===== src/rtl/sa_sched_pkg.sv =====
// rtl/sa_sched_pkg.sv - shared types and helpers for the systolic-array job scheduler
package sa_sched_pkg;

  localparam int MAX_DIM_DEF = 128;

  typedef enum logic [4:0] {
    ST_IDLE  = 5'b00001,
    ST_CLEAR = 5'b00010,
    ST_START = 5'b00100,
    ST_WAIT  = 5'b01000,
    ST_DONE  = 5'b10000
  } sched_state_t;

  function automatic int clog2(input int value);
    int r;
    int v;
    r = 0;
    v = value - 1;
    while (v > 0) begin
      r = r + 1;
      v = v >> 1;
    end
    return r;
  endfunction

endpackage


===== src/rtl/sa_rr_arbiter.sv =====
// rtl/sa_rr_arbiter.sv - combinational rotating-priority pick, search starts after last_id
module sa_rr_arbiter #(
  parameter int N_REQ = 4,
  parameter int ID_W  = 3
) (
  input  logic [N_REQ-1:0] req,
  input  logic [ID_W-1:0]  last_id,
  output logic             any,
  output logic [ID_W-1:0]  win_id
);

  always_comb begin
    any    = 1'b0;
    win_id = '0;
    // Walk priority slots last_id+1 .. last_id+N_REQ; first requester found wins.
    for (int i = 1; i <= N_REQ; i++) begin
      for (int j = 0; j < N_REQ; j++) begin
        if (!any && req[j] && (j == ((int'(last_id) + i) % N_REQ))) begin
          any    = 1'b1;
          win_id = ID_W'(j);
        end
      end
    end
  end

endmodule


===== src/rtl/sa_job_scheduler.sv =====
// rtl/sa_job_scheduler.sv - round-robin job sequencer for the shared systolic array
module sa_job_scheduler
  import sa_sched_pkg::*;
#(
  parameter int N_REQ   = 4,
  parameter int ID_W    = 3,
  parameter int TMO_CYC = 1023,
  parameter int MAX_DIM = MAX_DIM_DEF
) (
  input  logic               I_CLK,
  input  logic               I_ASYN_RSTN,
  input  logic [N_REQ-1:0]   I_REQ,
  input  logic [N_REQ*8-1:0] I_REQ_M_DIM,
  input  logic [N_REQ-1:0]   I_ACK,
  input  logic               I_SA_OUT_VLD,
  output logic               O_SA_SYNC_RSTN,
  output logic               O_SA_START,
  output logic [7:0]         O_SA_M_DIM,
  output logic [N_REQ-1:0]   O_GNT,
  output logic [ID_W-1:0]    O_GNT_ID,
  output logic [N_REQ-1:0]   O_DONE,
  output logic               O_ERR,
  output logic               O_BUSY
);

  localparam int CNT_W = clog2(TMO_CYC + 1);
  localparam logic [CNT_W-1:0] CNT_LAST = CNT_W'(TMO_CYC - 1);

  sched_state_t     state_q, state_d;
  logic [N_REQ-1:0] gnt_q, gnt_d, done_q, done_d;
  logic [ID_W-1:0]  gnt_id_q, gnt_id_d, last_id_q, last_id_d;
  logic [7:0]       m_dim_q, m_dim_d;
  logic [CNT_W-1:0] cnt_q, cnt_d;
  logic             sync_rstn_q, sync_rstn_d, start_q, start_d;
  logic             err_q, err_d, busy_q, busy_d;

  logic             any;
  logic [ID_W-1:0]  win_id;
  logic [N_REQ-1:0] win_oh;
  logic [7:0]       win_dim;
  logic             dim_ok;

  sa_rr_arbiter #(
    .N_REQ (N_REQ),
    .ID_W  (ID_W)
  ) u_arb (
    .req     (I_REQ),
    .last_id (last_id_q),
    .any     (any),
    .win_id  (win_id)
  );

  always_comb begin
    win_oh  = '0;
    win_dim = '0;
    for (int j = 0; j < N_REQ; j++) begin
      if (int'(win_id) == j) begin
        win_oh[j] = 1'b1;
        win_dim   = I_REQ_M_DIM[j*8 +: 8];
      end
    end
    dim_ok = (win_dim != 8'd0) && ({24'd0, win_dim} <= 32'(MAX_DIM));
  end

  always_comb begin
    state_d     = state_q;
    gnt_d       = gnt_q;
    gnt_id_d    = gnt_id_q;
    last_id_d   = last_id_q;
    m_dim_d     = m_dim_q;
    done_d      = done_q;
    cnt_d       = cnt_q;
    sync_rstn_d = 1'b1;
    start_d     = 1'b0;
    err_d       = 1'b0;
    case (state_q)
      ST_IDLE: begin
        if (any) begin
          gnt_d    = win_oh;
          gnt_id_d = win_id;
          m_dim_d  = win_dim;
          if (dim_ok) begin
            state_d     = ST_CLEAR;
            sync_rstn_d = 1'b0;
          end else begin
            // Illegal dimension: report and hand back without touching the array.
            state_d = ST_DONE;
            err_d   = 1'b1;
            done_d  = win_oh;
          end
        end
      end
      ST_CLEAR: begin
        state_d = ST_START;
        start_d = 1'b1;
      end
      ST_START: begin
        state_d = ST_WAIT;
        cnt_d   = '0;
      end
      ST_WAIT: begin
        if (I_SA_OUT_VLD) begin
          state_d = ST_DONE;
          done_d  = gnt_q;
        end else if (cnt_q == CNT_LAST) begin
          state_d     = ST_DONE;
          done_d      = gnt_q;
          err_d       = 1'b1;
          sync_rstn_d = 1'b0;
        end else begin
          cnt_d = cnt_q + 1'b1;
        end
      end
      ST_DONE: begin
        if ((I_ACK & gnt_q) != '0) begin
          state_d   = ST_IDLE;
          last_id_d = gnt_id_q;
          gnt_d     = '0;
          done_d    = '0;
        end
      end
      default: begin
        state_d = ST_IDLE;
        gnt_d   = '0;
        done_d  = '0;
      end
    endcase
    busy_d = (state_d != ST_IDLE);
  end

  always_ff @(posedge I_CLK or negedge I_ASYN_RSTN) begin
    if (!I_ASYN_RSTN) begin
      state_q     <= ST_IDLE;
      gnt_q       <= '0;
      gnt_id_q    <= '0;
      last_id_q   <= ID_W'(N_REQ - 1);
      m_dim_q     <= '0;
      done_q      <= '0;
      cnt_q       <= '0;
      sync_rstn_q <= 1'b1;
      start_q     <= 1'b0;
      err_q       <= 1'b0;
      busy_q      <= 1'b0;
    end else begin
      state_q     <= state_d;
      gnt_q       <= gnt_d;
      gnt_id_q    <= gnt_id_d;
      last_id_q   <= last_id_d;
      m_dim_q     <= m_dim_d;
      done_q      <= done_d;
      cnt_q       <= cnt_d;
      sync_rstn_q <= sync_rstn_d;
      start_q     <= start_d;
      err_q       <= err_d;
      busy_q      <= busy_d;
    end
  end

  assign O_SA_SYNC_RSTN = sync_rstn_q;
  assign O_SA_START     = start_q;
  assign O_SA_M_DIM     = m_dim_q;
  assign O_GNT          = gnt_q;
  assign O_GNT_ID       = gnt_id_q;
  assign O_DONE         = done_q;
  assign O_ERR          = err_q;
  assign O_BUSY         = busy_q;

endmodule


===== config.mk =====
export PLATFORM = sky130hd
export DESIGN_NAME = sa_job_scheduler
export DESIGN_NICKNAME = d
export VERILOG_FILES = /design/src/rtl/sa_sched_pkg.sv /design/src/rtl/sa_rr_arbiter.sv /design/src/rtl/sa_job_scheduler.sv
export SDC_FILE = /design/constraint.sdc
export NUM_CORES = 1
export LEC_CHECK = 0
export ABC_AREA = 1
export BUFFER_PORTS_ARGS = -buffer_cell sky130_fd_sc_hd__buf_2
export CORE_MARGIN = 1.5
export CORE_UTILIZATION = 40
export CTS_BUF_LIST = sky130_fd_sc_hd__clkbuf_4
export DETAILED_ROUTE_END_ITERATION = 8
export PLACE_DENSITY = 0.69
export SLEW_MARGIN = 20
export SYNTH_ARGS = -nofsm -noshare
export SYNTH_HDL_FRONTEND = slang
export SYNTH_SLANG_ARGS = --single-unit
export TNS_END_PERCENT = 1

===== constraint.sdc =====
create_clock -name I_CLK -period 3.3 [get_ports I_CLK]
set_clock_uncertainty 0.2 [all_clocks]
set_input_delay 0.66 -clock I_CLK [delete_from_list [all_inputs] [get_ports I_CLK]]
set_output_delay 0.66 -clock I_CLK [all_outputs]
set_load 0.02 [all_outputs]

After elaboration in Yosys (flattened, before gate mapping) --
Cells that the tools add are included.
Word-level totals: RAM bits 0, output and inout bits 23, memories 0, bits in latches 0, flip-flop bits (word level) 39, ROM bits 0, logic and storage cells 184
Operators by class: magnitude comparators 1, muxes and demuxes 66, multipliers 0, divide/modulo/power cells 0, reduce and logical (&&, ||, !) cells 66, equal/unequal tests 28, bitwise operators 7, add/sub/neg operators 5, shifts and indexed selects 0
Operator list (count):
- $logic_not 32->1 | 4
- $logic_and 1x1->1 | 32
- $mux 8 | 4
- $mux 1 | 29
- $mux 2 | 14
- $mux 5 | 5
- $pmux 5 s5 | 1
- $eq 3x3->1 const A | 8
- $mux 4 | 6
- $mux 10 | 2
- $pmux 10 s2 | 1
- $pmux 4 s4 | 1
- $logic_not 1->1 | 15
- $eq 2x3->1 const A | 4
- $pmux 4 s3 | 1
- $add 10x1->10 const B | 1
- $eq 10x10->1 const B | 1
- $ne 2x2->1 const B | 5
- $reduce_or 2->1 | 5
- $le 8x8->1 const B | 1
- $reduce_bool 8->1 | 1
- $reduce_and 3->1 | 2
- $eq 5x1->1 const B | 1
- $eq 5x2->1 const B | 1
- 19 further kinds | 28

Depth between registers and ports, before layout --
depth after elaboration 77, mapped depth 23

By module --
Synthesis repeated with hierarchy kept, for this count alone.
Second synthesis, totals: cells, all modules 366, area, all modules 2635.0 µm²
By module, submodules not included:
- sa_job_scheduler | sequential area each 1031.0 µm², times used 1, area an instance 2326.0 µm², cells each 303
- sa_rr_arbiter | sequential area each 0.0 µm², times used 1, area an instance 309.0 µm², cells each 63

Least setup slack after synthesis --
Ideal clock, no wire load.
kind in2reg, start input port I_REQ[3], end register done_q[0] (netlist: O_DONE[0]), stages 20, data required time 2.982 ns, buffers on the path 2, setup slack 0.309 ns, arrival time 2.674 ns, library setup time 0.118 ns, path through nand3_1 > nand2_2 > nor2_4 > nand4_2 > nor2_2 > nand4_2 > nor3_2 > nand4_2 > buf_6 > buf_6 > nand4_1 > nand3_1 > nor2_1 > nand2_1 > nor2_2 > nand2_1 > nand2_2 > nand3_4 > nand3_1 > nand2_1
On the way: longest elaborated chain between the ends 60
Ends and longest elaborated chain:
- from (decl) | RTL line sa_job_scheduler.sv:12 | input logic [N_REQ-1:0] I_REQ,
- $logic_and 1x1->1 (2 in series) | RTL line sa_rr_arbiter.sv:18 | if (!any && req[j] && (j == ((int'(last_id) + i) % N_REQ))) begin
- $mux 1 | RTL line sa_rr_arbiter.sv:18
- $logic_not 1->1 | RTL line sa_rr_arbiter.sv:18
- $logic_and 1x1->1 (2 in series) | RTL line sa_rr_arbiter.sv:18
- $mux 1 | RTL line sa_rr_arbiter.sv:18
- $logic_not 1->1 | RTL line sa_rr_arbiter.sv:18
- $logic_and 1x1->1 (2 in series) | RTL line sa_rr_arbiter.sv:18
- $mux 1 | RTL line sa_rr_arbiter.sv:18
- [... 37 more ...]
- $logic_and 1x1->1 (2 in series) | RTL line sa_rr_arbiter.sv:18
- $mux 2 | RTL line sa_rr_arbiter.sv:18
- $logic_not 3->1 | RTL line sa_job_scheduler.sv:57 | if (int'(win_id) == j) begin
- $mux 8 (4 in series) | RTL line sa_job_scheduler.sv:57
- $le 8x8->1 / $reduce_bool 8->1 (equally long branches) | RTL line sa_job_scheduler.sv:62 | dim_ok = (win_dim != 8'd0) && ({24'd0, win_dim} <= 32'(MAX_DIM));
- $logic_and 1x1->1 | RTL line sa_job_scheduler.sv:62
- $ne 2x2->1 (no source line)
- $reduce_and 5->1 (no source line)
- to (signal assigned) | RTL line sa_job_scheduler.sv:150 | done_q <= done_d;
- to (decl) | RTL line sa_job_scheduler.sv:30 | logic [N_REQ-1:0] gnt_q, gnt_d, done_q, done_d;
Parallel ways exist; a longest one is shown, timed or not. The select of a mux whose other input is x is not followed. A chain may end at the register's enable or synchronous reset.

Final worst setup path --
start register last_id_q[1], end register done_q[0] (netlist: O_DONE[0])
On the way: longest elaborated chain between the ends 75
Ends and longest elaborated chain:
- from (decl) | RTL line sa_job_scheduler.sv:31 | logic [ID_W-1:0] gnt_id_q, gnt_id_d, last_id_q, last_id_d;
- from (signal assigned) | RTL line sa_job_scheduler.sv:136 | last_id_q <= ID_W'(N_REQ - 1);
- from (signal assigned) | RTL line sa_job_scheduler.sv:148 | last_id_q <= last_id_d;
- $add 2x1->2 | RTL line sa_rr_arbiter.sv:18
- $reduce_or 2->1 (no source line)
- $and 1x1->1 (no source line)
- $logic_not 32->1 | RTL line sa_rr_arbiter.sv:18
- $logic_and 1x1->1 | RTL line sa_rr_arbiter.sv:18
- $mux 1 | RTL line sa_rr_arbiter.sv:18
- $logic_not 1->1 | RTL line sa_rr_arbiter.sv:18
- $logic_and 1x1->1 (2 in series) | RTL line sa_rr_arbiter.sv:18
- [... 54 more ...]
- $logic_and 1x1->1 (2 in series) | RTL line sa_rr_arbiter.sv:18
- $mux 2 | RTL line sa_rr_arbiter.sv:18
- $logic_not 3->1 | RTL line sa_job_scheduler.sv:57
- $mux 8 (4 in series) | RTL line sa_job_scheduler.sv:57
- $le 8x8->1 / $reduce_bool 8->1 (equally long branches) | RTL line sa_job_scheduler.sv:62
- $logic_and 1x1->1 | RTL line sa_job_scheduler.sv:62
- $ne 2x2->1 (no source line)
- $reduce_and 5->1 (no source line)
Parallel ways exist; a longest one is shown, timed or not. The select of a mux whose other input is x is not followed.

==> impl_metrics.csv <==
group,metric,value,unit
worst_setup_path,critPathSlowestCell,"dfstp_2",
power,p_seq_frac,0.228,
detailed_routing,drt_first_pass_iters,6,
global_route,grt_max_degree,40,
worst_setup_path,cpPeakStageDelay,610,ps
power,swShare,0.493,
yosys,synth_fa_ha_area_frac,0.0103,
clocking,cts_tree,"done",
yosys,synth_compound_area_frac,0.0918,
power,total_power,3330,uW
yosys,synth_seq_cells,39,
global_route,overflow,0,
power,p_switching,1640,uW
detailed_routing,drt_wl_total,6.04,mm
timing,rsz0062_at_grt,"true",
yosys,syn_area_per_cell,7.24,sq um
final_layout,finish.instance_area,0.00311,sq mm
floorplanning,coreArea,0.00592,sq mm
timing,final_hold_viol_count,0,
place,dp_hpwl,4.57,mm
worst_setup_path,ff2ff_setup_slack,50,ps
timing,maxSlewHeadroom,0.309,
worst_setup_path,arrival,3300,ps
yosys,synth_mux_area_frac,0.00462,
worst_hold_path,hp-class,"input port to asynchronous set/reset pin",
clocking,clkTransAtPathRegs,120,ps
final_layout,final_net_count,467,
worst_setup_path,worstPathCellList,"inv_1 -> nand3_1 -> nand2_2 -> nor2_4 -> nand4_2 -> nor2_2 -> nand4_4 -> nor3_4 -> nand4_4 -> buf_12 -> nand4_1 -> nand3_1 -> nor2_2 -> nand2_1 -> nor2_1 -> nand3_1 -> nand3_4 -> nand2_4 -> nand2_1 -> nand2_1",
detailed_routing,wl_met1,2.73,mm
worst_setup_path,r2r_start,"last_id_q[1]",
clocking,ctsRootBufferMaster,"clkbuf_4",
timing,finalSetupViolCount,0,
power,ir_drop,0.666,mV
power,pwr-share-comb,0.693,
clocking,cts_buffers,5,
power,internal_power,1690,uW
worst_setup_path,r2r_cells,20,
global_route,antenna_found_initial,0,
run,drv_cap,0,
worst_setup_path,r2r_end,"O_DONE[0]",
detailed_routing,vias_per_cell,5.06,
timing,fmax,308,MHz
floorplanning,dieHeight,81.1,um
worst_setup_path,worstSetupPathType,"flop to flop",
floorplanning,die_area,0.00658,sq mm
timing,worst_pin_slew,1030,ps
clocking,cts-hold-fix-buffers,0,
power,clkPwrFrac,0.079,
timing,slew_viol_final,0,
final_layout,layout-drive-gt1-share,0.310,
floorplanning,rows,28,
detailed_routing,top_layer,"met4",
detailed_routing,drt_iter0_drc,130,
yosys,ys_warn_count,0,
worst_setup_path,end_kind,"flop",
detailed_routing,wl_met3,305,um
yosys,synth_top_family_by_area,"simple AND/OR/NAND/NOR gates",
power,power_density,1070,mW/mm^2
place,port_buffers,64,
yosys,synthTopCellsByArea,"dfrtp_1 36%, nor2_1 8.6%, inv_1 8.5%, nand2_1 7.5%, nand4_1 6.2%",
worst_setup_path,critPathRequiredTime,3350,ps
yosys,synth-xor-area-share,0,
clocking,h-tree-depth,2,
floorplanning,pin_count,66,
yosys,yosysTopAreaCellShare,0.359,
clocking,clock_sinks,39,
floorplanning,chipWidth,81.1,um
global_route,grtUsageTotal,0.195,
yosys,yosysSeqAreaShare,0.402,
yosys,yosysTopAreaCell,"dfrtp_1",
global_route,grt_pass1_wl,10.0,mm
place,gp_congestion,0.911,
detailed_routing,met2_wirelength,2.82,mm
yosys,yosys.area_share.simple,0.374,
yosys,mappedNetlistArea,0.00244,sq mm
final_layout,num_antenna_cells,0,
run_status,outcome,"finished, final reports clean",
timing,post-route-period-util,0.984,
timing,fin_crit,3250,ps
worst_setup_path,worst_setup_path_start_kind,"flop",
power,power_leakage,0.00165,uW
detailed_routing,vias,2519,
global_route,grt_pass1_vias,2311,
final_layout,syn_to_final_growth,27.3,%
clocking,worstSkewPairLatency,350,ps
yosys,syn_nets,382,
detailed_routing,drtAntennaViolNets,0,
clocking,clock_path_buffers,2,
yosys,yosysUniqueCellTypes,32,
floorplanning,start_util,0.412,
place,place_area,0.00297,sq mm
worst_setup_path,path_max_fanout,18,
detailed_routing,drc,0,
yosys,synthCells,337,
detailed_routing,detail_route.wl_per_cell,12.1,um
-- cells in the mapped netlist --
master	count
nand2_4	1
nand2_1	49
a21oi_1	19
nor2_2	4
nand4_1	24
a22o_1	2
nor3_1	11
nor2_4	1
nor3_2	1
nor2_1	56
o21ai_0	13
inv_2	4
a31oi_1	1
mux2_2	1
nand3_4	1
dfrtp_1	35
o21a_1	1
nor4_1	3
buf_4	1
inv_1	55
nand2_2	4
ha_1	2
dfstp_2	4
o22ai_1	1
o21bai_1	1
buf_6	4
o221a_2	1
conb_1	1
a211oi_1	1
nand4_2	4
nand3_1	29
clkbuf_1	2
-- per-layer routing --
metal | vias up | track usage
li1 | 1281 | -
met1 | 1142 | 0.261
met2 | 77 | 0.303
met3 | 19 | 0.0416
met4 | 0 | 0.0879
met5 | - | 0
-- logic make-up after synthesis --
| kind of cell | count (synthesis) |
|---|---|
| AO/OA/AOI/OAI | 40 |
| adder cells (fa/ha/maj) | 2 |
| buffers and inverters | 66 |
| flip-flops | 39 |
| multiplexers | 1 |
| other | 1 |
| AND/OR/NAND/NOR | 188 |
-- cells in the final DEF (no fill, tap or decap), types with 3 or more instances in the layout --
cell type | Yosys | layout
nand3_1 | 29 | 28
nand2_2 | 4 | 7
buf_2 | 0 | 64
nor2_2 | 4 | 10
inv_1 | 55 | 55
nand2_1 | 49 | 45
dfstp_2 | 4 | 4
dfrtp_1 | 35 | 35
buf_4 | 1 | 19
nor3_1 | 11 | 11
nor4_1 | 3 | 3
a21oi_1 | 19 | 19
nor2_1 | 56 | 49
nand4_1 | 24 | 24
inv_2 | 4 | 3
clkbuf_4 | 0 | 8
o21ai_0 | 13 | 12
-- registers in the layout, indices dropped and copies added (netlist names), 2 cells and up --
signal / flops
O_GNT: 4
O_DONE: 4
last_id_q: 2
O_GNT_ID: 2
O_SA_M_DIM: 8
state_q: 5
cnt_q: 10
-- metrics by stage --
step / std cells / setup slack [ps] / TNS (ps) / hold WS [ps] / utilization
final: 498 / 52.7 / 0 / 197 / 0.525
after CTS: 497 / 26.3 / 0 / 225 / 0.513
after global placement: 489 / -66.2 / -274 / 256 / 0.501
after detailed placement: 489 / -116 / -562 / 257 / 0.502
after global routing: 498 / -245 / -1580 / 262 / 0.525
after floorplan: 337 / 309 / 0 / 164 / -
-- power groups by stage --
stage / sequential (uW) / clock, uW / combinational (uW)
floorplan: 885 / 0 / 1310
global placement: 770 / 0 / 2120
detailed placement: 765 / 0 / 2160
CTS: 758 / 268 / 2180
global route: 779 / 295 / 2570
finish: 761 / 262 / 2310
-- cell type report --
cell class	instances	area, sq um
Fill cell	572	2820
Multi-Input combinational cell	232	1240
Sequential cell	39	981
Timing Repair Buffer	85	503
Inverter	59	224
Tap cell	75	93.8
Clock buffer	8	60.1
-- worst max-delay path, delay by kind of cell (launching register included) --
kind                   cells  cell delay (ps)
buffers and inverters      2              280
DFF                        1              610
and+or+nand+nor           18             2080
-- what timing repair did --
item	4_1_cts	5_1_grt
endpoints found under the setup margin	7	8
resized for setup	2	16
pin swaps	0	2
setup buffers	0	1
-- how the worst max path moves through the flow --
stage	start	to	slack [ps]	cells after the start
final	last_id_q[1]	O_DONE[0]	50	20
after global routing	last_id_q[0]	O_DONE[1]	-240	21
after CTS	last_id_q[1]	O_DONE[3]	30	21
after detailed placement	I_REQ[3]	O_DONE[3]	-120	22
after global placement	I_REQ[0]	O_DONE[3]	-70	22
after floorplan	I_REQ[3]	O_DONE[0]	310	20
Power figures use the tool's default switching activity.
